`src/rtl/regfile_tag_tracker.sv`:
```
// Architectural register file with per-register busy/ROB-tag tracking.
// Dispatch claims a destination, commit writes data and releases it if the tag still owns it.
module regfile_tag_tracker #(
  parameter int WIDTH     = 16,
  parameter int NUM_REGS  = 8,
  parameter int TAG_WIDTH = 3,
  localparam int AW       = $clog2(NUM_REGS)
) (
  input  logic                 clk,
  input  logic                 rst_n,

  input  logic [AW-1:0]        rd_addr_a,
  output logic [WIDTH-1:0]     rd_data_a,
  output logic                 rd_busy_a,
  output logic [TAG_WIDTH-1:0] rd_tag_a,

  input  logic [AW-1:0]        rd_addr_b,
  output logic [WIDTH-1:0]     rd_data_b,
  output logic                 rd_busy_b,
  output logic [TAG_WIDTH-1:0] rd_tag_b,

  input  logic                 dispatch_valid,
  input  logic [AW-1:0]        dispatch_dest,
  input  logic [TAG_WIDTH-1:0] dispatch_tag,

  input  logic                 commit_valid,
  input  logic [AW-1:0]        commit_dest,
  input  logic [TAG_WIDTH-1:0] commit_tag,
  input  logic [WIDTH-1:0]     commit_data,

  input  logic                 flush
);

  logic [WIDTH-1:0]     data_q [NUM_REGS];
  logic [TAG_WIDTH-1:0] tag_q  [NUM_REGS];
  logic [NUM_REGS-1:0]  busy_q;

  logic commit_owns;
  logic dispatch_hits_commit;

  assign commit_owns          = busy_q[commit_dest] && (tag_q[commit_dest] == commit_tag);
  assign dispatch_hits_commit = dispatch_valid && (dispatch_dest == commit_dest);

  always_ff @(posedge clk or negedge rst_n) begin
    if (!rst_n) begin
      busy_q <= '0;
      for (int i = 0; i < NUM_REGS; i++) begin
        data_q[i] <= '0;
        tag_q[i]  <= '0;
      end
    end else begin
      // Retire is in order, so the data write never depends on ownership.
      if (commit_valid) begin
        data_q[commit_dest] <= commit_data;
      end
      if (flush) begin
        busy_q <= '0;
      end else begin
        if (commit_valid && commit_owns && !dispatch_hits_commit) begin
          busy_q[commit_dest] <= 1'b0;
        end
        if (dispatch_valid) begin
          busy_q[dispatch_dest] <= 1'b1;
          tag_q[dispatch_dest]  <= dispatch_tag;
        end
      end
    end
  end

  // Read ports show pre-edge state; only an owning commit is bypassed, never a dispatch.
  always_comb begin
    rd_data_a = '0;
    rd_busy_a = 1'b0;
    rd_tag_a  = '0;
    if (rst_n) begin
      rd_data_a = data_q[rd_addr_a];
      rd_busy_a = busy_q[rd_addr_a];
      rd_tag_a  = tag_q[rd_addr_a];
      if (commit_valid && (commit_dest == rd_addr_a) && busy_q[rd_addr_a] &&
          (tag_q[rd_addr_a] == commit_tag)) begin
        rd_data_a = commit_data;
        rd_busy_a = 1'b0;
      end
    end
  end

  always_comb begin
    rd_data_b = '0;
    rd_busy_b = 1'b0;
    rd_tag_b  = '0;
    if (rst_n) begin
      rd_data_b = data_q[rd_addr_b];
      rd_busy_b = busy_q[rd_addr_b];
      rd_tag_b  = tag_q[rd_addr_b];
      if (commit_valid && (commit_dest == rd_addr_b) && busy_q[rd_addr_b] &&
          (tag_q[rd_addr_b] == commit_tag)) begin
        rd_data_b = commit_data;
        rd_busy_b = 1'b0;
      end
    end
  end

endmodule

```
`config.mk`:
```
export PLATFORM = sky130hd
export DESIGN_NAME = regfile_tag_tracker
export DESIGN_NICKNAME = d
export VERILOG_FILES = /design/src/rtl/regfile_tag_tracker.sv
export SDC_FILE = /design/constraint.sdc
export NUM_CORES = 1
export LEC_CHECK = 0
export ABC_CLOCK_PERIOD_IN_PS = 4300
export BUFFER_PORTS_ARGS = -buffer_cell sky130_fd_sc_hd__buf_2
export CORE_AREA = 5 5 185 187
export DETAILED_ROUTE_END_ITERATION = 8
export DIE_AREA = 0 0 190 192
export HOLD_SLACK_MARGIN = 0.06
export SLEW_MARGIN = 10
export SYNTH_ARGS = -nofsm -noshare
export SYNTH_HDL_FRONTEND = slang
export SYNTH_SLANG_ARGS = --single-unit
```
`constraint.sdc`:
```
create_clock -name clk -period 4.3 [get_ports clk]
set_input_delay 0.86 -clock clk [delete_from_list [all_inputs] [get_ports clk]]
set_output_delay 0.86 -clock clk [all_outputs]
set_load 0.01 [all_outputs]
```
==> results.env, run 1 <==
WORSTHOLDPATHTYPE='in -> async'
FLOORPLAN.CORE_AREA_UM2=32290
CTS-HTREE-LEVELS=4
MAXCAPVIOLATIONS=0
COMB_POWER_SHARE_PCT=25.5
NUMCTSBUFFERS=17
LAYOUT.CELL_AREA.NON_FILLER_UM2=11180
GR-TOTAL-OVERFLOW=0
DRIVE_ABOVE_1_SHARE_PCT=50.64
YOSYSWARNINGS=0
SYNTHCELLS=708
DIE_FOOTPRINT_UM2=36480
TRITONCTS='built'
DPL_WORST_SLACK_NS=0.02983
TIMING.SETUP.CRITICAL_PATH_CLASS='in -> out'
SYNTH.LIB_CELLS_USED.DISTINCT=48
NUM-NETS-FINAL=809
PWR_DENSITY_CELL_nW_PER_UM2=431.4
GRT_FIRST_PASS_WIRELENGTH_UM=41470
YS_FF_LATCH=160
YS_ASYNC_SR_FRACTION_PCT=100.0
CTSRESIZECOUNT=0
SEQ_POWER_SHARE_PCT=43.0
GRT_USAGE_PCT=14.91
NUM_IO_PINS=79
SWITCHING_FRACTION_OF_TOTAL_POWER_PCT=28.45
CELL_INTERNAL_PWR_uW=3451
CRITPATHARRIVALTIME_NS=3.35
VIA_PER_INST=5.322
POST-CTS-SETUP-BUFFER-COUNT=0
TIMING.CRITICAL_PATH.FROM_TYPE='input pin'
CLOCK_TREE.BUFFER_DEPTH=2
DIE_WIDTH_UM=190
CRITPATHCAPTURETYPE='output port'
CTS_HOLD_BUF=0
ROUTE.DETAILED.DRC=0
START_UTIL_PCT=29.61
STATUS='finished, final reports clean'
YOSYSSEQAREASHARE_PCT=41.87
CRIT_REQUIRED_NS=3.44
REMAINING_ANTENNA_VIOLATION_COUNT_AFTER_ROUTING=0
ROUTE.FINAL.WIRE_LENGTH_UM=26700
REPORT.FINAL.HOLD_VIOL_COUNT=0
POST_DP_CELL_AREA_UM2=10540
REPORT.POWER.TOTAL_uW=4823
ROUTED-VIA-COUNT=6520
CLOCK_SKEW_NS=0.006195
PLACE.PORT_BUFFERS=78
WL_PER_CELL_UM=21.80
TOTAL_NETS_AFTER_SYNTHESIS=747
RELSLEWSLACK_PCT=32.75
CLKSINKCOUNT=160
IR_WORST_VDD_V=0.0003006
FINAL.PERIOD_UTILIZATION_PCT=97.84
RSZ0062_AT_GRT='yes'
P_SW_uW=1372
PRIMARY_FLIP_FLOP_CELL_CHOSEN_BY_SYNTHESIS_MAPPING='dfrtp_1'
FIRST_PASS_ITERS=5
SYNTH_EDF_COUNT=0
SYN-MEAN-INSTANCE-AREA_UM2=13.51
FINAL-MAX-SLEW-VIOLATION-COUNT=0
GRT_PASS1_VIAS=6825
GRT_START_MAX_NET_PINS=60
POWER_LEAKAGE_uW=0.004593
SETUP-VIOLATIONS-FINAL=0
HPWL_UM=17270
LAYOUT-AREA-OVERHEAD-VS-SYNTH_PCT=16.92
SETUP-TNS-FINAL_NS=0
CLK_PIN_SLEW_NS=0.06
SYNTH.CELL_AREA_UM2=9562
LAYOUT_SETUP_WS_NS=0.09284
PATH_MAX_FANOUT=17
DRTITER0DRC=561
WORST_SKEW_PAIR.LATE_LATENCY_NS=0.42
DIE_H_UM=192
MAX_CLOCK_FREQ_GHz=0.2377
WORST_PIN_SLEW_NS=1.001
CLOCKPOWERSHARE_PCT=31.5
NUMBER_OF_ANTENNA_VIOLATIONS_AT_THE_FIRST_CHECK_IN_GLOBAL_ROUTING=4
CLOCK_ROOT_BUFFER='clkbuf_16'
ROW_COUNT=66
GP_CONGESTION=0.8813
MIN_PERIOD_NS=4.207
[final cells by class]
class / instances / area [um^2]
diodes: 1 / 2.502
clock buffers: 21 / 460.4
clock inverters: 10 / 127.6
fillers: 3156 / 21110
inverters: 3 / 11.26
multi-input cells: 472 / 5249
flip-flops and latches: 160 / 4004
well taps: 442 / 553.0
repair buffers: 116 / 772.0
[placed cells by master, fill, tap and decap left out, drive strengths merged, types with 12 or more instances in the layout]
| cell type | n |
|---|---|
| clkbuf | 23 |
| a21oi | 41 |
| mux4 | 79 |
| o31ai | 32 |
| nand3 | 12 |
| nor2 | 16 |
| nand2 | 15 |
| mux2i | 50 |
| dfrtp | 160 |
| mux2 | 157 |
| buf | 114 |
[cell families (layout without fill, tap and decap cells)]
logic type | after synthesis | count (layout) | synth area share [%]
and+or+nand+nor | 83 | 83 | 4.646
muxes | 286 | 286 | 42.54
buffers and inverters | 76 | 150 | 3.559
AOI/OAI and AO/OA | 89 | 89 | 6.019
xor gates and xnor gates | 14 | 14 | 1.361
DFF | 160 | 160 | 41.87
other | 0 | 1 | 0
[metrics by stage]
stage                     util [%]  cells  hold WS, ns
final                        34.62   1225       0.3884
after global routing         34.62   1224       0.4129
after CTS                    34.46   1223       0.4169
after detailed placement     32.64   1192       0.5095
after global placement       32.64   1192       0.4995
after floorplan                  -    708       0.4911
[registers in the layout, summed over array words and instances, names as in the netlist]
register / cells
busy_q: 8
data_q: 128
tag_q: 24
[synthesized netlist by cell type, drive strengths merged (5+ instances only)]
| master | n | area, um^2 |
|---|---|---|
| a21oi | 41 | 205.2 |
| buf | 42 | 212.7 |
| clkbuf | 31 | 116.4 |
| dfrtp | 160 | 4004 |
| mux2 | 157 | 1768 |
| mux2i | 50 | 513.0 |
| mux4 | 79 | 1787 |
| nand2 | 15 | 56.30 |
| nand2b | 8 | 50.05 |
| nand3 | 12 | 60.06 |
| nor2 | 16 | 60.06 |
| nor3 | 8 | 40.04 |
| nor4 | 5 | 31.28 |
| o31ai | 32 | 240.2 |
| xnor2 | 11 | 96.34 |
[worst paths after layout]
kind	startpoint	end	slack (ns)	depth (start not counted)
worst max-delay path	rd_addr_b[0]	rd_data_b[7]	0.09	8
worst min-delay path	rst_n	tag_q[21]	0.39	1
worst max register to register	tag_q[2]	busy_q[1]	1.89	6
worst min register to register	data_q[73]	data_q[73]	0.52	1
max in group asynchronous	rst_n	data_q[48]	3.05	3
min in group clk	data_q[73]	data_q[73]	0.52	1
[worst max-delay path: stages]
cell and delay, ns:
clkbuf_4 0.24, mux4_1 0.57, mux2i_1 0.24, xnor2_1 0.20, nand2_1 0.08, or4b_4 0.67
a21oi_1 0.29, buf_2 0.18
[routing by layer]
metal	up-vias	routed length (um)	GRT usage, %
li1	2859	-	-
met1	3416	11210	19.06
met2	188	13590	25.41
met3	51	1178	2.872
met4	6	678	5.175
met5	-	47	0
[power by group through the flow]
| stage | Clock, uW | Sequential (uW) | Combinational (uW) |
|---|---|---|---|
| after global placement | 0 | 2080 | 1210 |
| after CTS | 1560 | 2070 | 1230 |
| after floorplan | 0 | 2010 | 934 |
| final | 1520 | 2070 | 1230 |
| after global routing | 1630 | 2120 | 1340 |
| after detailed placement | 0 | 2090 | 1230 |
No activity file was read; power rests on OpenSTA's default activity.
==> inputs of run 2 (changes only) <==
--- a/config.mk
+++ b/config.mk
@@ -10,6 +10,7 @@
 export CORE_AREA = 5 5 185 187
 export DETAILED_ROUTE_END_ITERATION = 8
 export DIE_AREA = 0 0 190 192
+export GPL_TIMING_DRIVEN = 0
 export HOLD_SLACK_MARGIN = 0.06
 export SLEW_MARGIN = 10
 export SYNTH_ARGS = -nofsm -noshare
==> results.env, run 2 (synthesis results as in run 1) <==
DRTITER0DRC=598
TRITONCTS='built'
CRITPATHMAXSTAGEDELAY_NS=0.57
RELSLEWSLACK_PCT=19.97
GRT_START_MAX_NET_PINS=104
GRT_FIRST_PASS_WIRELENGTH_UM=42210
IR_WORST_VDD_V=0.0002845
REMAINING_ANTENNA_VIOLATION_COUNT_AFTER_ROUTING=0
GRT_PASS1_VIAS=6772
NUMBER_OF_ANTENNA_VIOLATIONS_AT_THE_FIRST_CHECK_IN_GLOBAL_ROUTING=3
LAYOUT-AREA-OVERHEAD-VS-SYNTH_PCT=16.00
RR_ENDPOINT='busy_q[3]'
CLOCK_ROOT_BUFFER='clkbuf_16'
WL_PER_CELL_UM=22.66
STATUS='finished, final reports clean'
MAXCAPVIOLATIONS=0
ROW_COUNT=66
TIMING.CRITICAL_PATH.SLOWEST_STAGE_CELL='mux4_1'
CRIT_PATH_CELL_TRACE='buf_6 > mux4_1 > mux2i_2 > xnor2_2 > nand2_1 > or4b_4 > buf_6 > buf_6 > a21oi_1 > buf_2'
NUMCTSBUFFERS=17
DIE_WIDTH_UM=190
FINAL_COMMON_CELL='dfrtp_1'
NUM-NETS-FINAL=823
REPORT.FINAL.HOLD_VIOL_COUNT=0
ROUTE.FINAL.WIRE_LENGTH_UM=28080
SETUP-VIOLATIONS-FINAL=0
CTS_HOLD_BUF=0
SEQ_POWER_SHARE_PCT=42.9
SETUP.WORST_PATH.START='rd_addr_b[0]'
SWITCHING_FRACTION_OF_TOTAL_POWER_PCT=29.25
P_SW_uW=1406
HPWL_UM=19000
MAX_CLOCK_FREQ_GHz=0.2330
REGISTER_TO_REGISTER_PATH_SETUP_SLACK_NS=1.93
START_UTIL_PCT=29.61
FIRST_PASS_ITERS=4
UTILIZATION_PCT=34.35
PATH_MAX_FANOUT=10
POWER_LEAKAGE_uW=0.004487
MIN_PERIOD_NS=4.292
NUM_IO_PINS=79
LARGEST_REGISTER_FF_COUNT=128
GR-TOTAL-OVERFLOW=0
GRT_USAGE_PCT=15.44
TIMING.SETUP.CRITICAL_PATH_CLASS='in -> out'
ROUTE.DETAILED.DRC=0
FINAL-MAX-SLEW-VIOLATION-COUNT=0
CTS-HTREE-LEVELS=4
CRITPATHCAPTURE='rd_data_b[11]'
WORST_PIN_SLEW_NS=1.200
MULTI_INPUT_AREA_UM2=5264
PLACE.PORT_BUFFERS=53
WORSTHOLDPATHTYPE='in -> async'
DIE_H_UM=192
CRITPATHCAPTURETYPE='output port'
CLOCK_SKEW_NS=0.01008
COMB_POWER_SHARE_PCT=25.8
CRITPATHARRIVALTIME_NS=3.43
VIA_PER_INST=5.338
DIE_FOOTPRINT_UM2=36480
WORST_SKEW_PAIR.LATE_LATENCY_NS=0.44
GP_CONGESTION=0.8354
CRITICAL_PATH.MOST_COMMON_CELL='buf_6'
CLK_PIN_SLEW_NS=0.06
LARGEST_REGISTER='data_q'
SETUP-TNS-FINAL_NS=0
MOSTFREQUENTLAYOUTCELLS='dfrtp_1, mux2_2, mux4_2'
FINAL.PERIOD_UTILIZATION_PCT=99.81
CLKSINKCOUNT=160
ROUTED-VIA-COUNT=6614
TIMING.CRITICAL_PATH.FROM_TYPE='input pin'
FLOORPLAN.CORE_AREA_UM2=32290
CELL_INTERNAL_PWR_uW=3400
CRIT_REQUIRED_NS=3.44
PWR_DENSITY_CELL_nW_PER_UM2=433.2
COUNT_OF_CELLS_ALONG_THE_WORST_REGISTER_TO_REGISTER_PATH=6
LARGEST_REGISTERS_RANKED_BY_FLIP_FLOP_COUNT='data_q x128, tag_q x24, busy_q x8'
WORST_R2R_STARTPOINT='tag_q[20]'
CLOCKPOWERSHARE_PCT=31.2
FILLERS=3172
SEQUENTIAL_CELL_AREA_UM2=4004
DRIVE_ABOVE_1_SHARE_PCT=45.85
CLOCK_TREE.BUFFER_DEPTH=2
run 2: cell types whose count changed in the layout (fill, tap and decap cells not counted), moves of 3 or more:
cell	previous run	this run
buf_1	0	21
buf_12	4	0
buf_6	1	4
clkinv_2	0	4
clkbuf_1	2	25
buf_2	76	65
buf_4	32	5
clkbuf_2	0	7
run 2: cell type report:
class                           instances  share of cell area (%)
Inverter                                3                  0.1015
Clock inverter                         13                   1.241
Clock buffer                           18                   3.869
Timing Repair Buffer                   57                   3.091
Multi-Input combinational cell        472                   47.46
Sequential cell                       160                   36.10
Tap cell                              442                   4.986
Buffer                                 73                   3.136
Antenna cell                            1                 0.02256
run 2: per-layer routing:
metal	track usage (%)	routed length, um	up-vias	part of all wire [%]
li1	-	-	2901	-
met1	19.80	11780	3471	42
met3	3.053	1377	49	4.9
met5	0	21	-	0.075
met2	25.74	14070	189	50
met4	6.233	823	4	2.9
run 2: timing repair:
action | in CTS | in global routing
endpoints found under the setup margin | 28 | 15
resized for setup | 15 | 5
setup buffers | 2 | 0
cloned | 0 | 1
pin swaps | 2 | 0
run 2: power by group through the flow:
stage / combinational (uW) / clock (uW) / sequential [uW]
floorplan: 934 / 0 / 2010
global placement: 1200 / 0 / 2060
detailed placement: 1230 / 0 / 2080
CTS: 1250 / 1530 / 2060
global route: 1350 / 1580 / 2100
finish: 1240 / 1500 / 2060
run 2: through the flow:
step	hold slack [ns]	total power [uW]	setup slack (ns)	instance area [um^2]	std cells
after detailed placement	0.5103	3313	-0.4375	10420	1204
final	0.3487	4805	0.007955	11090	1239
after floorplan	0.4911	2940	0.5226	9562	708
after CTS	0.3612	4836	0.0007194	11050	1237
after global routing	0.3780	5031	-0.003606	11090	1239
after global placement	0.5006	3267	-2.008	10380	1203
run 2: worst min-delay path by stage:
| stage | slack [ns] | endpoint |
|---|---|---|
| finish | 0.35 | tag_q[22] |
| global route | 0.38 | tag_q[22] |
| CTS | 0.36 | tag_q[10] |
| detailed placement | 0.51 | data_q[19] |
| global placement | 0.50 | data_q[77] |
| floorplan | 0.49 | data_q[21] |
run 2: worst max-delay path: cells and delay by family:
family / cells / cell delay, ns
AOI/OAI and AO/OA: 1 / 0.27
xor gates and xnor gates: 1 / 0.18
buffers and inverters: 4 / 0.66
muxes: 2 / 0.85
and+or+nand+nor: 2 / 0.58
==> inputs of run 3 (changes only) <==
--- a/config.mk
+++ b/config.mk
@@ -7,9 +7,10 @@
 export LEC_CHECK = 0
 export ABC_CLOCK_PERIOD_IN_PS = 4300
 export BUFFER_PORTS_ARGS = -buffer_cell sky130_fd_sc_hd__buf_2
-export CORE_AREA = 5 5 185 187
+export CAP_MARGIN = 20
+export CORE_AREA = 5 5 213 163
 export DETAILED_ROUTE_END_ITERATION = 8
-export DIE_AREA = 0 0 190 192
+export DIE_AREA = 0 0 218 168
 export GPL_TIMING_DRIVEN = 0
 export HOLD_SLACK_MARGIN = 0.06
 export SLEW_MARGIN = 10
==> results.env, run 3 (synthesis results as in run 1) <==
FINAL.PERIOD_UTILIZATION_PCT=98.05
DRIVE_ABOVE_1_SHARE_PCT=45.98
SETUP-TNS-FINAL_NS=0
MIN_PERIOD_NS=4.216
FLOORPLAN.CORE_AREA_UM2=32240
UTILIZATION_PCT=34.51
GRT_START_MAX_NET_PINS=107
FINAL_COMMON_CELL='dfrtp_1'
RELSLEWSLACK_PCT=26.63
TIMING.SETUP.CRITICAL_PATH_CLASS='in -> out'
REPORT.FINAL.HOLD_VIOL_COUNT=0
NUM-NETS-FINAL=822
CTS_HOLD_BUF=0
CELL_INTERNAL_PWR_uW=3351
MAX_CLOCK_FREQ_GHz=0.2372
LARGEST_REGISTER_FF_COUNT=128
GRT_FIRST_PASS_WIRELENGTH_UM=42700
PWR_DENSITY_CELL_nW_PER_UM2=437.2
DRTITER0DRC=503
GP_CONGESTION=0.8753
CLOCK_ROOT_BUFFER='clkbuf_16'
CRITPATHMAXSTAGEDELAY_NS=0.59
LARGEST_REGISTER='data_q'
ROUTED-VIA-COUNT=6681
VIA_PER_INST=5.397
CRIT_PATH_CELL_TRACE='buf_6 > mux4_1 > mux2i_2 > xnor2_1 > nand2_1 > or4b_4 > buf_6 > buf_6 > a21oi_1 > buf_2'
GRT_PASS1_VIAS=6918
CP_NUM_BUF_INV=4
ROUTE.DETAILED.DRC=0
DIE_H_UM=168
HPWL_UM=19210
P_SW_uW=1514
DIE_WIDTH_UM=218
TIMING.CRITICAL_PATH.SLOWEST_STAGE_CELL='mux4_1'
CLOCKPOWERSHARE_PCT=31.5
MAXCAPVIOLATIONS=0
TIMING.CRITICAL_PATH.FROM_TYPE='input pin'
NUM_IO_PINS=79
CRITICAL-PATH-TOP-DELAY-FAMILY='multiplexers'
DIE_FOOTPRINT_UM2=36620
CLK_PIN_SLEW_NS=0.07
MOSTFREQUENTLAYOUTCELLS='dfrtp_1, mux2_2, mux4_2'
WORST_PIN_SLEW_NS=1.092
REGISTER_TO_REGISTER_PATH_SETUP_SLACK_NS=1.73
CLOCK_SKEW_NS=0.003032
WL_PER_CELL_UM=22.39
CRITPATHCAPTURETYPE='output port'
COUNT_OF_CELLS_ALONG_THE_WORST_REGISTER_TO_REGISTER_PATH=6
CRITPATHARRIVALTIME_NS=3.36
STATUS='finished, final reports clean'
FILLERS=3204
RSZ0062_AT_GRT='no'
CLKSINKCOUNT=160
WORST_SKEW_PAIR.LATE_LATENCY_NS=0.43
SWITCHING_FRACTION_OF_TOTAL_POWER_PCT=31.12
FIRST_PASS_ITERS=5
SETUP-VIOLATIONS-FINAL=0
PLACEDCELLCOUNT=1205
START_UTIL_PCT=29.66
POWER_LEAKAGE_uW=0.004487
ANTENNA-DIODE-COUNT=0
SEQ_POWER_SHARE_PCT=42.5
NUMCTSBUFFERS=17
REMAINING_ANTENNA_VIOLATION_COUNT_AFTER_ROUTING=0
TRITONCTS='built'
ROUTE.FINAL.WIRE_LENGTH_UM=27720
PATH_MAX_FANOUT=10
LARGEST_REGISTERS_RANKED_BY_FLIP_FLOP_COUNT='data_q x128, tag_q x24, busy_q x8'
LAYOUT-AREA-OVERHEAD-VS-SYNTH_PCT=16.34
CTS-HTREE-LEVELS=4
WORSTHOLDPATHTYPE='in -> async'
GR-TOTAL-OVERFLOW=0
CLOCK_TREE.BUFFER_DEPTH=2
COMB_POWER_SHARE_PCT=26.0
NUMBER_OF_ANTENNA_VIOLATIONS_AT_THE_FIRST_CHECK_IN_GLOBAL_ROUTING=1
WORST_R2R_STARTPOINT='tag_q[2]'
RR_ENDPOINT='busy_q[1]'
FIN_CELLS=1238
POST-CTS-SETUP-BUFFER-COUNT=0
CRITICAL_PATH.MOST_COMMON_CELL='buf_6'
FINAL-MAX-SLEW-VIOLATION-COUNT=0
GRT_USAGE_PCT=15.20
IR_WORST_VDD_V=0.0002984
ROW_COUNT=57
CRIT_REQUIRED_NS=3.44
PLACE.PORT_BUFFERS=53
REPORT.POWER.TOTAL_uW=4864
-- run 3: area by class of cell --
| type | instances | area [um^2] | share of cell area [%] |
|---|---|---|---|
| sequential | 160 | 4004 | 35.99 |
| inverter | 3 | 11.26 | 0.1012 |
| clock buffer | 18 | 439.2 | 3.948 |
| timing repair buffer | 56 | 321.6 | 2.891 |
| multi-input combinational | 472 | 5303 | 47.67 |
| tap | 442 | 553.0 | 4.971 |
| clock inverter | 14 | 152.6 | 1.372 |
| buffer | 73 | 340.3 | 3.059 |
-- run 3: worst max-delay path by stage --
stage / startpoint / to / slack [ns] / cells after the start
2_1_floorplan: rd_addr_b[0] / rd_data_b[11] / 0.52 / 9
3_3_place_gp: rst_n / rd_data_a[2] / -1.87 / 6
3_5_place_dp: rd_addr_a[1] / rd_data_a[3] / -0.19 / 10
4_1_cts: rd_addr_a[0] / rd_data_a[3] / 0.0008 / 10
5_1_grt: rd_addr_b[0] / rd_data_b[7] / 0.009 / 10
6_report: rd_addr_b[0] / rd_data_b[7] / 0.08 / 10
-- run 3: power groups by stage --
stage          sequential, uW  combinational (uW)  clock (uW)
3_3_place_gp             2070                1210           0
5_1_grt                  2110                1360        1610
2_1_floorplan            2010                 934           0
6_report                 2070                1260        1530
4_1_cts                  2060                1250        1560
3_5_place_dp             2090                1240           0
-- run 3: metrics by stage --
step | hold WS [ns] | instance area, um^2 | setup slack [ns]
floorplan | 0.4911 | 9562 | 0.5226
global placement | 0.5003 | 10380 | -1.868
detailed placement | 0.5103 | 10440 | -0.1924
CTS | 0.3671 | 11060 | 0.0008005
global route | 0.3845 | 11120 | 0.009126
finish | 0.3502 | 11120 | 0.08401
-- run 3: worst register-to-register path: stages (launching register included) --
cell and delay (ns):
dfrtp_1 0.43, mux4_2 0.48, mux2i_1 0.23, xnor2_1 0.13, or4_1 0.65, nor3_1 0.35, a22oi_1 0.16
-- run 3: what timing repair did --
action	4_1_cts	5_1_grt
setup endpoints to repair	24	17
gates resized for setup	7	14
pin swaps	0	1
-- run 3: metal layers --
metal / track usage, % / wire length (um) / up-vias
met4: 5.868 / 818 / 2
met5: 0 / 13 / -
met2: 24.08 / 13070 / 183
met3: 2.765 / 1393 / 49
met1: 20.87 / 12430 / 3547
li1: - / - / 2900
